<file path="src/rtl/prga_pkg.sv">
// prga_pkg
//   Shared definitions for the ARC4 keystream generator with discard.
//   Holds the controller state encoding, the length-source encodings
//   and the fixed byte width and RAM addresses used by prga_drop.
package prga_pkg;

  localparam int BYTE_W = 8;

  // ct[0] carries the message length and pt[0] receives it back.
  localparam logic [BYTE_W-1:0] LEN_ADDR = '0;

  // Length source selection for the LEN_MODE parameter.
  localparam int LEN_MODE_CT   = 0;  // length read from ct[0]
  localparam int LEN_MODE_PORT = 1;  // length sampled from len_in with en

  typedef enum logic [3:0] {
    IDLE,
    LEN_RD,
    LEN_WR,
    S1,
    S2,
    S3,
    S4,
    S5,
    S6
  } state_t;

endpackage

</file>
<file path="src/rtl/prga_drop.sv">
// prga_drop
//   ARC4 pseudo-random generation stage with RC4-drop[N] keystream
//   discard. Runs after key scheduling, owns the S, CT and PT single-port
//   synchronous RAMs, XORs keystream onto ciphertext and writes plaintext.
//   Every message keystream byte is also strobed out for debug use.
//
//   Parameters
//     DROP      keystream bytes generated and discarded first (0..4095)
//     LEN_MODE  LEN_MODE_CT: length from ct[0]; LEN_MODE_PORT: from len_in
//
//   Ports
//     clk, rst_n             clock, asynchronous active-low reset
//     en, rdy                start request (sampled while rdy=1) / idle
//     len_in                 message length for LEN_MODE_PORT
//     s_addr/s_wrdata/s_wren/s_rddata     S RAM port
//     ct_addr/ct_rddata                   CT RAM read port
//     pt_addr/pt_wrdata/pt_wren/pt_rddata PT RAM port (read data unused)
//     ks_valid, ks_data      one-cycle strobe per message keystream byte
module prga_drop
  import prga_pkg::*;
#(
  parameter int DROP     = 0,
  parameter int LEN_MODE = LEN_MODE_CT
) (
  input  logic              clk,
  input  logic              rst_n,
  input  logic              en,
  output logic              rdy,
  input  logic [BYTE_W-1:0] len_in,
  output logic [BYTE_W-1:0] s_addr,
  output logic [BYTE_W-1:0] s_wrdata,
  input  logic [BYTE_W-1:0] s_rddata,
  output logic              s_wren,
  output logic [BYTE_W-1:0] ct_addr,
  input  logic [BYTE_W-1:0] ct_rddata,
  output logic [BYTE_W-1:0] pt_addr,
  output logic [BYTE_W-1:0] pt_wrdata,
  output logic              pt_wren,
  input  logic [BYTE_W-1:0] pt_rddata,
  output logic              ks_valid,
  output logic [BYTE_W-1:0] ks_data
);

  localparam int  DCNT_W   = (DROP < 1) ? 1 : $clog2(DROP + 1);
  localparam bit  LEN_PORT = (LEN_MODE == LEN_MODE_PORT);

  typedef logic [BYTE_W-1:0] byte_t;

  state_t            state;
  state_t            state_nx;

  // Control registers (reset)
  byte_t             i_idx;
  byte_t             j_idx;
  byte_t             k_idx;
  logic [DCNT_W-1:0] drop_cnt;

  // Datapath registers (not reset; always written before use)
  byte_t             si;
  byte_t             sj;
  byte_t             len;
  byte_t             len_hold;

  logic              drop_phase;
  logic [DCNT_W-1:0] drop_cnt_nx;
  byte_t             k_nx;
  byte_t             len_src;
  logic              more_after_len;
  logic              more_after_byte;
  byte_t             pad;

  logic              unused_pt_rd;
  assign unused_pt_rd = ^pt_rddata;

  // Length value presented while in LEN_WR; in port mode the read of
  // ct[0] still happens on the bus but its data is ignored.
  assign len_src = LEN_PORT ? len_hold : ct_rddata;

  assign drop_phase  = (drop_cnt != '0);
  assign drop_cnt_nx = drop_phase ? (drop_cnt - DCNT_W'(1)) : drop_cnt;
  assign k_nx        = drop_phase ? k_idx : (k_idx + byte_t'(1));

  // A run with nothing to drop and zero length ends right after pt[0].
  assign more_after_len  = drop_phase || (len_src != '0);
  // Continue while discard bytes remain or message bytes are outstanding,
  // judged on the values this S6 is about to commit.
  assign more_after_byte = (drop_cnt_nx != '0) || (k_nx < len);

  assign pad = s_rddata;

  // ---- state register and control counters ----
  always_ff @(posedge clk or negedge rst_n) begin
    if (!rst_n) begin
      state    <= IDLE;
      i_idx    <= '0;
      j_idx    <= '0;
      k_idx    <= '0;
      drop_cnt <= '0;
    end else begin
      state <= state_nx;
      case (state)
        IDLE: begin
          if (en) begin
            i_idx    <= '0;
            j_idx    <= '0;
            k_idx    <= '0;
            drop_cnt <= DCNT_W'(DROP);
          end
        end
        S1: i_idx <= i_idx + byte_t'(1);
        S2: j_idx <= j_idx + s_rddata;
        S6: begin
          drop_cnt <= drop_cnt_nx;
          k_idx    <= k_nx;
        end
        default: ;
      endcase
    end
  end

  // ---- datapath captures ----
  always_ff @(posedge clk) begin
    if (state == IDLE && en) len_hold <= len_in;
    if (state == LEN_WR)     len      <= len_src;
    if (state == S2)         si       <= s_rddata;
    if (state == S3)         sj       <= s_rddata;
  end

  // ---- next state ----
  always_comb begin
    state_nx = state;
    case (state)
      IDLE:    if (en) state_nx = LEN_RD;
      LEN_RD:  state_nx = LEN_WR;
      LEN_WR:  state_nx = more_after_len ? S1 : IDLE;
      S1:      state_nx = S2;
      S2:      state_nx = S3;
      S3:      state_nx = S4;
      S4:      state_nx = S5;
      S5:      state_nx = S6;
      S6:      state_nx = more_after_byte ? S1 : IDLE;
      default: state_nx = IDLE;
    endcase
  end

  // ---- RAM and strobe outputs ----
  always_comb begin
    rdy       = 1'b0;
    s_addr    = '0;
    s_wrdata  = '0;
    s_wren    = 1'b0;
    ct_addr   = '0;
    pt_addr   = '0;
    pt_wrdata = '0;
    pt_wren   = 1'b0;
    ks_valid  = 1'b0;
    ks_data   = '0;
    case (state)
      IDLE: rdy = 1'b1;
      LEN_RD: ct_addr = LEN_ADDR;
      LEN_WR: begin
        pt_addr   = LEN_ADDR;
        pt_wrdata = len_src;
        pt_wren   = 1'b1;
      end
      // S[i+1] read; i advances at this edge.
      S1: s_addr = i_idx + byte_t'(1);
      // S[j + S[i]] read using the freshly returned S[i].
      S2: s_addr = j_idx + s_rddata;
      // Swap, first half: S[i] <= S[j].
      S3: begin
        s_addr   = i_idx;
        s_wrdata = s_rddata;
        s_wren   = 1'b1;
      end
      // Swap, second half: S[j] <= old S[i].
      S4: begin
        s_addr   = j_idx;
        s_wrdata = si;
        s_wren   = 1'b1;
      end
      S5: begin
        s_addr  = si + sj;
        ct_addr = k_idx + byte_t'(1);
      end
      S6: begin
        if (!drop_phase) begin
          pt_addr   = k_idx + byte_t'(1);
          pt_wrdata = pad ^ ct_rddata;
          pt_wren   = 1'b1;
          ks_valid  = 1'b1;
          ks_data   = pad;
        end
      end
      default: ;
    endcase
  end

endmodule

</file>
<file path="config.mk">
export PLATFORM = sky130hd
export DESIGN_NAME = prga_drop
export DESIGN_NICKNAME = d
export VERILOG_FILES = /design/src/rtl/prga_pkg.sv /design/src/rtl/prga_drop.sv
export SDC_FILE = /design/constraint.sdc
export NUM_CORES = 1
export LEC_CHECK = 0
export BUFFER_PORTS_ARGS = -buffer_cell sky130_fd_sc_hd__buf_2
export CAP_MARGIN = 15
export CORE_ASPECT_RATIO = 0.7
export CORE_UTILIZATION = 30
export CTS_CLUSTER_DIAMETER = 50
export DETAILED_ROUTE_END_ITERATION = 8
export PLACE_DENSITY = 0.48
export SLEW_MARGIN = 20
export SYNTH_ARGS = -nofsm -noshare
export SYNTH_HDL_FRONTEND = slang
export SYNTH_SLANG_ARGS = --single-unit
export TNS_END_PERCENT = 100
</file>
<file path="constraint.sdc">
create_clock -name clk -period 3.4 [get_ports clk]
set_input_delay 0.68 -clock clk [delete_from_list [all_inputs] [get_ports clk]]
set_output_delay 0.68 -clock clk [all_outputs]
set_load 0.02 [all_outputs]
</file>
-- Word level (Yosys, flattened, before mapping)
Index checks and enable logic that the tools add are counted.
- $add $sub $neg: 5
- $mul: 0
- div/mod/pow operators: 0
- magnitude comparators: 1
- equal/unequal tests: 9
- shift operators: 0
- mux-type cells: 26
- bitwise logic cells: 1
- reductions and logical operators: 11
- operator list (kind ; count):
    $pmux 8 s2 ; 5
    $mux 8 ; 8
    $pmux 8 s5 ; 1
    $pmux 4 s9 ; 1
    $add 8x1->8 const B ; 2
    $add 8x8->8 ; 2
    $eq 4x3->1 const B ; 4
    $eq 4x2->1 const B ; 2
    $lt 8x8->1 ; 1
    $reduce_bool 8->1 ; 1
    $xor 8x8->8 ; 1
    $mux 1 ; 6
    $reduce_and 2->1 ; 3
    $reduce_bool 2->1 ; 3
    $eq 4x1->1 const B ; 1
    $eq 4x4->1 const B ; 1
    $logic_not 4->1 ; 1
    $mux 2 ; 2
    $mux 4 ; 1
    $pmux 1 s2 ; 2
    $logic_or 1x1->1 ; 2
    $ne 2x2->1 const B ; 1
    $reduce_or 2->1 ; 1
    $sub 1x1->1 const B ; 1
- flip-flop bits (word level): 53
- bits in latches: 0
- RAM bits: 0
- ROM bits: 0
- logic and storage cells: 61
- memories: 0

-- Logic depth before layout (Yosys ltp)
Gate-level depths: netlist (run 1).
- word-level depth: 6
- mapped depth: 10
- depth with buffers taken out: 10

-- Worst setup path before layout (run 1)
OpenSTA, ideal clock, no wires.
- kind: input port to output port
- from: input port s_rddata[0]
- to: output port s_addr[6]
- arrival: 2.310 ns
- data required time: 2.720 ns
- path slack: 0.410 ns
- cell stages on the path: 8
- path buffers: 0
- cells stage by stage: ha_1 fa_1 a21o_1 a21oi_2 o21bai_1 a21oi_1 xnor2_1 a211o_1
- cells in the longest elaborated chain, start to end: 2
- RTL lines (item ; line ; RTL):
    start: declaration ; prga_drop.sv:32 ; input logic [BYTE_W-1:0] s_rddata,
    $add 8x8->8 ; prga_drop.sv:169 ; S2: s_addr = j_idx + s_rddata;
    $pmux 8 s5 ; prga_drop.sv:158 ; case (state)
    end: declaration ; prga_drop.sv:30 ; output logic [BYTE_W-1:0] s_addr,
No other way between the ends.

-- Final worst setup path (run 1)
Same ends and word-level chain as after synthesis.

==> metrics.txt, run 1 <==
vias in the first global route 2,791; Via Count 2,917; Final Skew 0.00416 ns; share of post-route cells with drive strength above 1 21.7%; most frequent cells in the layout buf_2 (70), nand2_1 (33), nor2_1 (31); Critical Path Start Type input port; R2R Path End state[1]; Routed Wire Length 9.63 mm; final setup TNS 0 ns; storage element area 0.00142 sq mm; post-synth net total 426; most common cell after layout, fill and taps aside buf_2; fmax 308 MHz; unrepaired setup endpoints after global routing false; # DRC 0; antenna violations before repair 0; final net count 496; root buffer cell clkbuf_16; Synth area leader edfxtp_1; part of the cycle the worst path needs 95.4%; ranking of synthesized cells by area edfxtp_1 (21%), dfrtp_1 (20%), ha_1 (8.3%), nand2_1 (3.6%), o21ai_0 (3.5%); htree depth 2; Setup Crit Path Kind input port to output port; num rows 32; CP max FO 2; Cell Area, Synth 0.00347 sq mm; post-CTS setup buffers 0; Post-synth top flop dfrtp_1; Routed wire per std cell 16.3 microns; static leakage 2.07 nW; Yosys reg bits 52; crit path DAT 2.56 ns; slew margin rel. 49.3%; post-synthesis sequential area ratio 41.0%; port buffer count 70; endpoints failing hold 0; EDFF count, synth 24; Num CTS Buffers 5; post-route design area 0.00413 sq mm; HP Class input port to asynchronous set/reset pin; # diodes 0; Syn Inst Count 366; VDD IR max 0.267 mV; RD Place Congestion 0.813; gr usage total 17.0%; Async SR Flop Fraction 53.8%; Critical Path End Type output port; Synthesis Warnings 0; Critical Path RT 2.72 ns; Synth top area share 20.8%; via/cell ratio 4.94; first-pass GRT wire length 15.4 mm; antenna-violating nets left 0; Pwr Density 744 mW/mm^2; DRT iter0 DRCs 241; filler cell count 1,191; Final Critical Period 3.24 ns; r2r setup slk 1.07 ns; placed cell areas 0.00398 sq mm; die width 131 microns; TritonRoute pass-1 iters 4; I/O pin count 87; critical path launch point s_rddata[0]; Yosys cell types 55; Worst Reg-to-Reg Cells 10; CORE AREA 0.0111 sq mm; Max Cap Viol 0; total gr overflow 0; Initial Util 31.2%; Post-DP HPWL 7.41 mm; crit path to s_addr[6]; Sink Count 52; die area 0.0120 sq mm; Area Growth Syn to Fin 19.0%; footprint of the multi-input gates 0.00186 sq mm; CTS max path bufs 2; largest net degree at the start of global routing 29; CTS tree built; FF-to-FF Start k_idx[0]; final setup fails 0; Slew @ Worst Pin 0.755 ns; Final Max Tran Viols 0; Die H 92.0 microns; synthesized area per cell 9.48 sq um; status finished, final reports clean; CTS clk-pin slew, worst paths 0.06 ns; later-pin clock latency in the skew report 0.28 ns
[worst min path at each step]
stage	start	endpoint	slack (ns)	depth (start not counted)
after floorplan	rst_n	i_idx[0]	0.38	0
after global placement	k_idx[7]	k_idx[7]	0.49	1
after detailed placement	k_idx[7]	k_idx[7]	0.49	1
after CTS	rst_n	k_idx[0]	0.46	1
after global routing	rst_n	k_idx[0]	0.49	1
final	rst_n	k_idx[0]	0.45	1
[kinds of logic after synthesis]
group | count (synthesis) | synth area share [%]
AO/OA/AOI/OAI | 103 | 20.6
adder cells (fa/ha/maj) | 25 | 9.45
flip-flops | 52 | 41.0
multiplexers | 2 | 0.649
AND/OR/NAND/NOR | 120 | 17.4
XOR/XNOR | 21 | 5.30
buffers and inverters | 43 | 5.62
[cell usage after synthesis (2+ instances only)]
library cell,count
dfrtp_1,28
mux2_2,2
edfxtp_1,24
nor4_1,3
a21oi_1,12
o21ai_0,24
a21o_1,10
nor2b_1,4
o21ai_1,2
and3_4,2
nor2_1,31
nand3_1,6
o21a_1,8
and3_1,14
nand2b_1,6
xnor2_1,12
a22oi_1,5
ha_1,23
nand2_1,33
o211ai_1,12
xor2_1,9
a21oi_2,2
a22o_1,11
fa_1,2
clkbuf_1,4
inv_1,28
buf_2,6
buf_6,2
nor3b_1,3
nor3_1,8
nand4_1,2
o21bai_1,3
buf_4,3
[flip-flops by register name, summed over array words and instances (netlist names)]
| register | count |
|---|---|
| k_idx | 8 |
| state | 4 |
| si | 8 |
| j_idx | 8 |
| len | 8 |
| i_idx | 8 |
| sj | 8 |
[power breakdown]
group / internal [mW] / switching (mW)
logic: 0.606 / 0.993
registers: 0.833 / 0.156
clock network: 0.272 / 0.213
total: 1.71 / 1.36
[critical path, stage by stage]
cell and delay [ns]:
buf_2 0.11, ha_1 0.23, fa_2 0.36, a21o_1 0.18
a21oi_2 0.18, o21bai_1 0.08, a21oi_1 0.18, xnor2_1 0.11
a211o_1 0.31, buf_2 0.16
[timing repair]
item / in CTS / in global routing
hold endpoints to repair: 0 / 0
setup endpoints to repair: 0 / 2
hold buffers: 0 / 0
gates resized for setup: 0 / 3
[final cells by class]
type	count	area share (%)
clock buffers	7	3.21
clock inverters	1	0.0909
inverters	28	2.55
multi-input cells	271	45.2
flip-flops and latches	52	34.4
well taps	153	4.64
repair buffers	78	9.94
[through the flow]
| stage | hold WS, ns | total power [mW] | cells | utilization [%] | worst slack (ns) |
|---|---|---|---|---|---|
| after floorplan | 0.384 | 2.11 | 366 | - | 0.410 |
| after global placement | 0.486 | 2.57 | 582 | 35.8 | 0.102 |
| after detailed placement | 0.489 | 2.58 | 582 | 35.8 | 0.0824 |
| after CTS | 0.463 | 3.08 | 590 | 37.0 | 0.0797 |
| after global routing | 0.489 | 3.35 | 590 | 37.1 | 0.0149 |
| final | 0.450 | 3.07 | 590 | 37.1 | 0.157 |
[layer usage]
metal	global-route usage, %	share of wire [%]	vias up
met1	27.6	54	1393
met5	0	0	-
met3	2.74	4.2	4
li1	-	-	1467
met2	22.8	41	53
met4	3.93	0.99	0
No activity file was read; power rests on OpenSTA's default activity.
==> run 2: changes to the inputs <==
--- a/config.mk
+++ b/config.mk
@@ -8,10 +8,10 @@
 export BUFFER_PORTS_ARGS = -buffer_cell sky130_fd_sc_hd__buf_2
 export CAP_MARGIN = 15
 export CORE_ASPECT_RATIO = 0.7
-export CORE_UTILIZATION = 30
+export CORE_UTILIZATION = 50
 export CTS_CLUSTER_DIAMETER = 50
 export DETAILED_ROUTE_END_ITERATION = 8
-export PLACE_DENSITY = 0.48
+export PLACE_DENSITY = 0.74
 export SLEW_MARGIN = 20
 export SYNTH_ARGS = -nofsm -noshare
 export SYNTH_HDL_FRONTEND = slang
==> metrics.txt, run 2 (synthesized netlist as in run 1, its figures left out) <==
Critical Path End Type output port (unchanged); vias in the first global route 2,758 (was 2,791); Max Cap Viol 0 (unchanged); Routed Wire Length 8.74 mm (was 9.63 mm); final setup fails 0 (unchanged); Final Skew 0.00388 ns (was 0.00416 ns); Routed wire per std cell 16.6 microns (was 16.3 microns); Final Max Tran Viols 0 (unchanged); DRT iter0 DRCs 271 (was 241); # DRC 0 (unchanged); slew margin rel. 53.1% (was 49.3%); final std cells w/o fill 526 (was 590); most common cell after layout, fill and taps aside buf_2 (unchanged); TritonRoute pass-1 iters 5 (was 4); static leakage 2.04 nW (was 2.07 nW); Initial Util 53.8% (was 31.2%); Critical Path RT 2.72 ns (about the same); Sink Count 52 (unchanged); Pwr Density 737 mW/mm^2 (was 744 mW/mm^2); VDD IR max 0.342 mV (was 0.267 mV); port buffer count 70 (unchanged); via/cell ratio 5.75 (was 4.94); post-CTS setup buffers 0 (unchanged); gr usage total 25.1% (was 17.0%); root buffer cell clkbuf_8 (was clkbuf_16); status finished, final reports clean (unchanged); final setup TNS 0 ns (unchanged); Slew @ Worst Pin 0.703 ns (was 0.755 ns); post_cts resized 0 (unchanged); CP max FO 2 (unchanged); # diodes 0 (unchanged); htree depth 2 (unchanged); part of the cycle the worst path needs 97.1% (was 95.4%); RD Place Congestion 0.850 (was 0.813); I/O pin count 87 (unchanged); CTS clk-pin slew, worst paths 0.09 ns (was 0.06 ns); Post-Place Cells 518 (was 582); Final Critical Period 3.30 ns (was 3.24 ns); CTS Hold Bufs 0 (unchanged); Area Growth Syn to Fin 14.7% (was 19.0%); unrepaired setup endpoints after global routing false (unchanged); num rows 24 (was 32); endpoints failing hold 0 (unchanged); Die H 71.7 microns (was 92.0 microns); filler cell count 569 (was 1,191); Setup Crit Path Kind input port to output port (unchanged); largest net degree at the start of global routing 29 (unchanged); antenna-violating nets left 0 (unchanged); share of post-route cells with drive strength above 1 21.4% (was 21.7%); first-pass GRT wire length 13.8 mm (was 15.4 mm); antenna violations before repair 0 (unchanged); die area 0.00728 sq mm (was 0.0120 sq mm); total gr overflow 0 (unchanged); HP Class input port to asynchronous set/reset pin (unchanged); Post-DP HPWL 6.83 mm (was 7.41 mm); Via Count 3,025 (was 2,917); fmax 303 MHz (was 308 MHz); crit path DAT 2.62 ns (was 2.56 ns); Num CTS Buffers 5 (unchanged); later-pin clock latency in the skew report 0.30 ns (was 0.28 ns); die width 102 microns (was 131 microns); CTS max path bufs 2 (unchanged); Critical Path Start Type input port (unchanged); CORE AREA 0.00646 sq mm (was 0.0111 sq mm); final net count 494 (was 496); CTS tree built (unchanged); most frequent cells in the layout buf_2 (70), nand2_1 (33), nor2_1 (30) (was buf_2 (70), nand2_1 (33), nor2_1 (31))
-- run 2: routing by layer --
metal / global-route usage [%] / up-vias / wire, microns
met1: 37.3 / 1441 / 4310
met4: 5.15 / 0 / 103
li1: - / 1469 / -
met2: 37.5 / 105 / 3710
met5: 0 / - / 0
met3: 5.46 / 10 / 607
-- run 2: final cells by class --
cell class	instances	area (sq um)	share of cell area, %
sequential	52	1420	35.7
tap	91	114	2.86
multi-input combinational	271	1860	46.6
inverter	28	105	2.64
clock buffer	8	90.1	2.26
timing repair buffer	76	395	9.93
-- run 2: worst max-delay path: stages --
cell and delay [ns]:
buf_2 0.11, ha_1 0.22, fa_1 0.40, a21o_1 0.19, a21oi_2 0.17, o21bai_1 0.08
a21oi_1 0.18, xnor2_1 0.11, a211o_1 0.30, buf_2 0.16
-- run 2: path summary, 6_finish.rpt --
| path | startpoint | to | slack [ns] | cells after the start |
|---|---|---|---|---|
| hold reg to reg | k_idx[7] | k_idx[7] | 0.52 | 1 |
| setup reg to reg | k_idx[0] | state[1] | 1.05 | 10 |
| max in group asynchronous | rst_n | j_idx[1] | 2.58 | 1 |
| setup / recovery | s_rddata[0] | s_addr[6] | 0.1 | 10 |
| hold / removal | rst_n | k_idx[5] | 0.39 | 1 |
| min in group clk | k_idx[7] | k_idx[7] | 0.52 | 1 |
-- run 2: where the power goes --
group | internal (mW) | switching (mW)
sequential | 0.832 | 0.148
clock | 0.167 | 0.197
combinational | 0.599 | 0.991
total | 1.60 | 1.34
-- run 2: stage by stage --
stage / cell area (sq um) / setup slack (ns) / power [mW] / hold WS, ns / util [%]
2_1_floorplan: 3470 / 0.410 / 2.11 / 0.384 / -
5_1_grt: 3980 / 0.0110 / 3.13 / 0.430 / 61.7
4_1_cts: 3980 / 0.124 / 2.93 / 0.406 / 61.6
3_3_place_gp: 3890 / 0.138 / 2.51 / 0.492 / 60.3
3_5_place_dp: 3890 / 0.112 / 2.55 / 0.502 / 60.3
6_report: 3980 / 0.0971 / 2.93 / 0.393 / 61.7
==> run 3: changes to the inputs <==
==> constraint.sdc (replaced) <==
create_clock -name clk -period 4 [get_ports clk]
set_input_delay 0.8 -clock clk [delete_from_list [all_inputs] [get_ports clk]]
set_output_delay 0.8 -clock clk [all_outputs]
set_load 0.02 [all_outputs]
==> metrics.txt, run 3 (synthesized netlist as in run 1, its figures left out) <==
unrepaired setup endpoints after global routing false (unchanged); Sink Count 52 (unchanged); CTS tree built (unchanged); Post-DP HPWL 6.52 mm (was 6.83 mm); via/cell ratio 5.61 (was 5.75); Area Growth Syn to Fin 15.1% (was 14.7%); Die H 71.7 microns (unchanged); port buffer count 70 (unchanged); vias in the first global route 2,660 (was 2,758); Setup Crit Path Kind input port to output port (unchanged); Routed wire per std cell 16.0 microns (was 16.6 microns); antenna violations before repair 0 (unchanged); Initial Util 53.8% (unchanged); Critical Path Start Type input port (unchanged); gr usage total 24.5% (was 25.1%); most frequent cells in the layout buf_2 (70), nand2_1 (33), nor2_1 (31) (was buf_2 (70), nand2_1 (33), nor2_1 (30)); CP max FO 6 (was 2); slew margin rel. 54.5% (was 53.1%); first-pass GRT wire length 13.5 mm (was 13.8 mm); post-route design area 0.00399 sq mm (was 0.00398 sq mm); placed cell areas 0.00388 sq mm (was 0.00389 sq mm); crit path DAT 2.80 ns (was 2.62 ns); # DRC 0 (unchanged); Critical Path RT 3.20 ns (was 2.72 ns); num rows 24 (unchanged); largest net degree at the start of global routing 29 (unchanged); Post-Place Cells 517 (was 518); share of post-route cells with drive strength above 1 21.4% (about the same); post_cts resized 0 (unchanged); Max Cap Viol 0 (unchanged); I/O pin count 87 (unchanged); later-pin clock latency in the skew report 0.31 ns (was 0.30 ns); Routed Wire Length 8.40 mm (was 8.74 mm); CORE AREA 0.00646 sq mm (unchanged); worst path cell trace buf_2 > ha_1 > fa_1 > a21o_1 > a21oi_2 > o21bai_1 > a21oi_1 > xnor2_1 > a211o_1 > buf_2 (unchanged); Final Skew 0.00594 ns (was 0.00388 ns); endpoints failing hold 0 (unchanged); total gr overflow 0 (unchanged); Critical Path End Type output port (unchanged); CP max stage cell fa_1 (unchanged); slowest stage delay, CP 0.42 ns (was 0.40 ns); part of the cycle the worst path needs 90.0%; CTS clk-pin slew, worst paths 0.10 ns (was 0.09 ns); post-layout util 61.9% (was 61.7%); die width 102 microns (unchanged); RD Place Congestion 0.848 (was 0.850); final setup TNS 0 ns (unchanged); footprint of the multi-input gates 0.00185 sq mm (was 0.00186 sq mm); DRT iter0 DRCs 182 (was 271); post-CTS setup buffers 0 (unchanged); static leakage 2.04 nW (about the same); filler cell count 559 (was 569); TritonRoute pass-1 iters 5 (unchanged); # diodes 0 (unchanged); CTS max path bufs 2 (unchanged); final setup fails 0 (unchanged); Via Count 2,947 (was 3,025); die area 0.00728 sq mm (unchanged); Num CTS Buffers 5 (unchanged); Final Critical Period 3.60 ns; CTS Hold Bufs 0 (unchanged); root buffer cell clkbuf_8 (unchanged); Slew @ Worst Pin 0.677 ns (was 0.703 ns); final net count 493 (was 494); htree depth 2 (unchanged); fmax 278 MHz; storage element area 0.00142 sq mm (unchanged); final std cells w/o fill 525 (was 526); cell mode on critical path buf_2 (unchanged); most common cell after layout, fill and taps aside buf_2 (unchanged); Pwr Density 634 mW/mm^2 (was 737 mW/mm^2); HP Class input port to asynchronous set/reset pin (unchanged); VDD IR max 0.318 mV (was 0.342 mV); antenna-violating nets left 0 (unchanged); status finished, final reports clean (unchanged); Final Max Tran Viols 0 (unchanged)
run 3: critical path: cells and delay by family:
family	cells	cell delay, ns
compound gates	5	0.91
fa+ha+maj	2	0.67
buf+inv	2	0.31
xor+xnor	1	0.10
run 3: per-stage QoR:
step | hold WS, ns | worst slack, ns | power, mW
floorplan | 0.471 | 0.770 | 1.79
global placement | 0.486 | 0.441 | 2.13
detailed placement | 0.496 | 0.408 | 2.16
CTS | 0.519 | 0.405 | 2.53
global route | 0.545 | 0.239 | 2.71
finish | 0.503 | 0.398 | 2.53
run 3: power breakdown:
part,switching [mW],total [mW],internal [mW]
sequential,0.133,0.839,0.707
combinational,0.821,1.33,0.506
clock,0.182,0.367,0.185
total,1.13,2.53,1.40
run 3: path summary, 6_finish.rpt:
check,startpoint,to,slack (ns),depth (start not counted)
worst min-delay path,rst_n,k_idx[7],0.50,1
min in group clk,k_idx[7],k_idx[7],0.51,1
worst max-delay path,s_rddata[0],s_addr[6],0.40,10
max in group asynchronous,rst_n,state[0],3.07,1
worst min register to register,k_idx[7],k_idx[7],0.51,1
worst max register to register,k_idx[0],state[1],1.71,9
run 3: final cells by class:
cell class	count	area share (%)
flip-flops and latches	52	35.6
clock inverters	3	1.07
well taps	91	2.85
repair buffers	75	9.71
multi-input cells	271	46.4
inverters	28	2.63
clock buffers	5	1.72
run 3: routing by layer:
| metal | GRT usage (%) | up-vias | wire, microns | share of wire (%) |
|---|---|---|---|---|
| met1 | 39.0 | 1394 | 4330 | 52 |
| met2 | 34.8 | 93 | 3480 | 41 |
| met3 | 4.00 | 4 | 540 | 6.4 |
| met4 | 4.51 | 0 | 51 | 0.61 |
| li1 | - | 1456 | - | - |
| met5 | 0 | - | 0 | 0 |
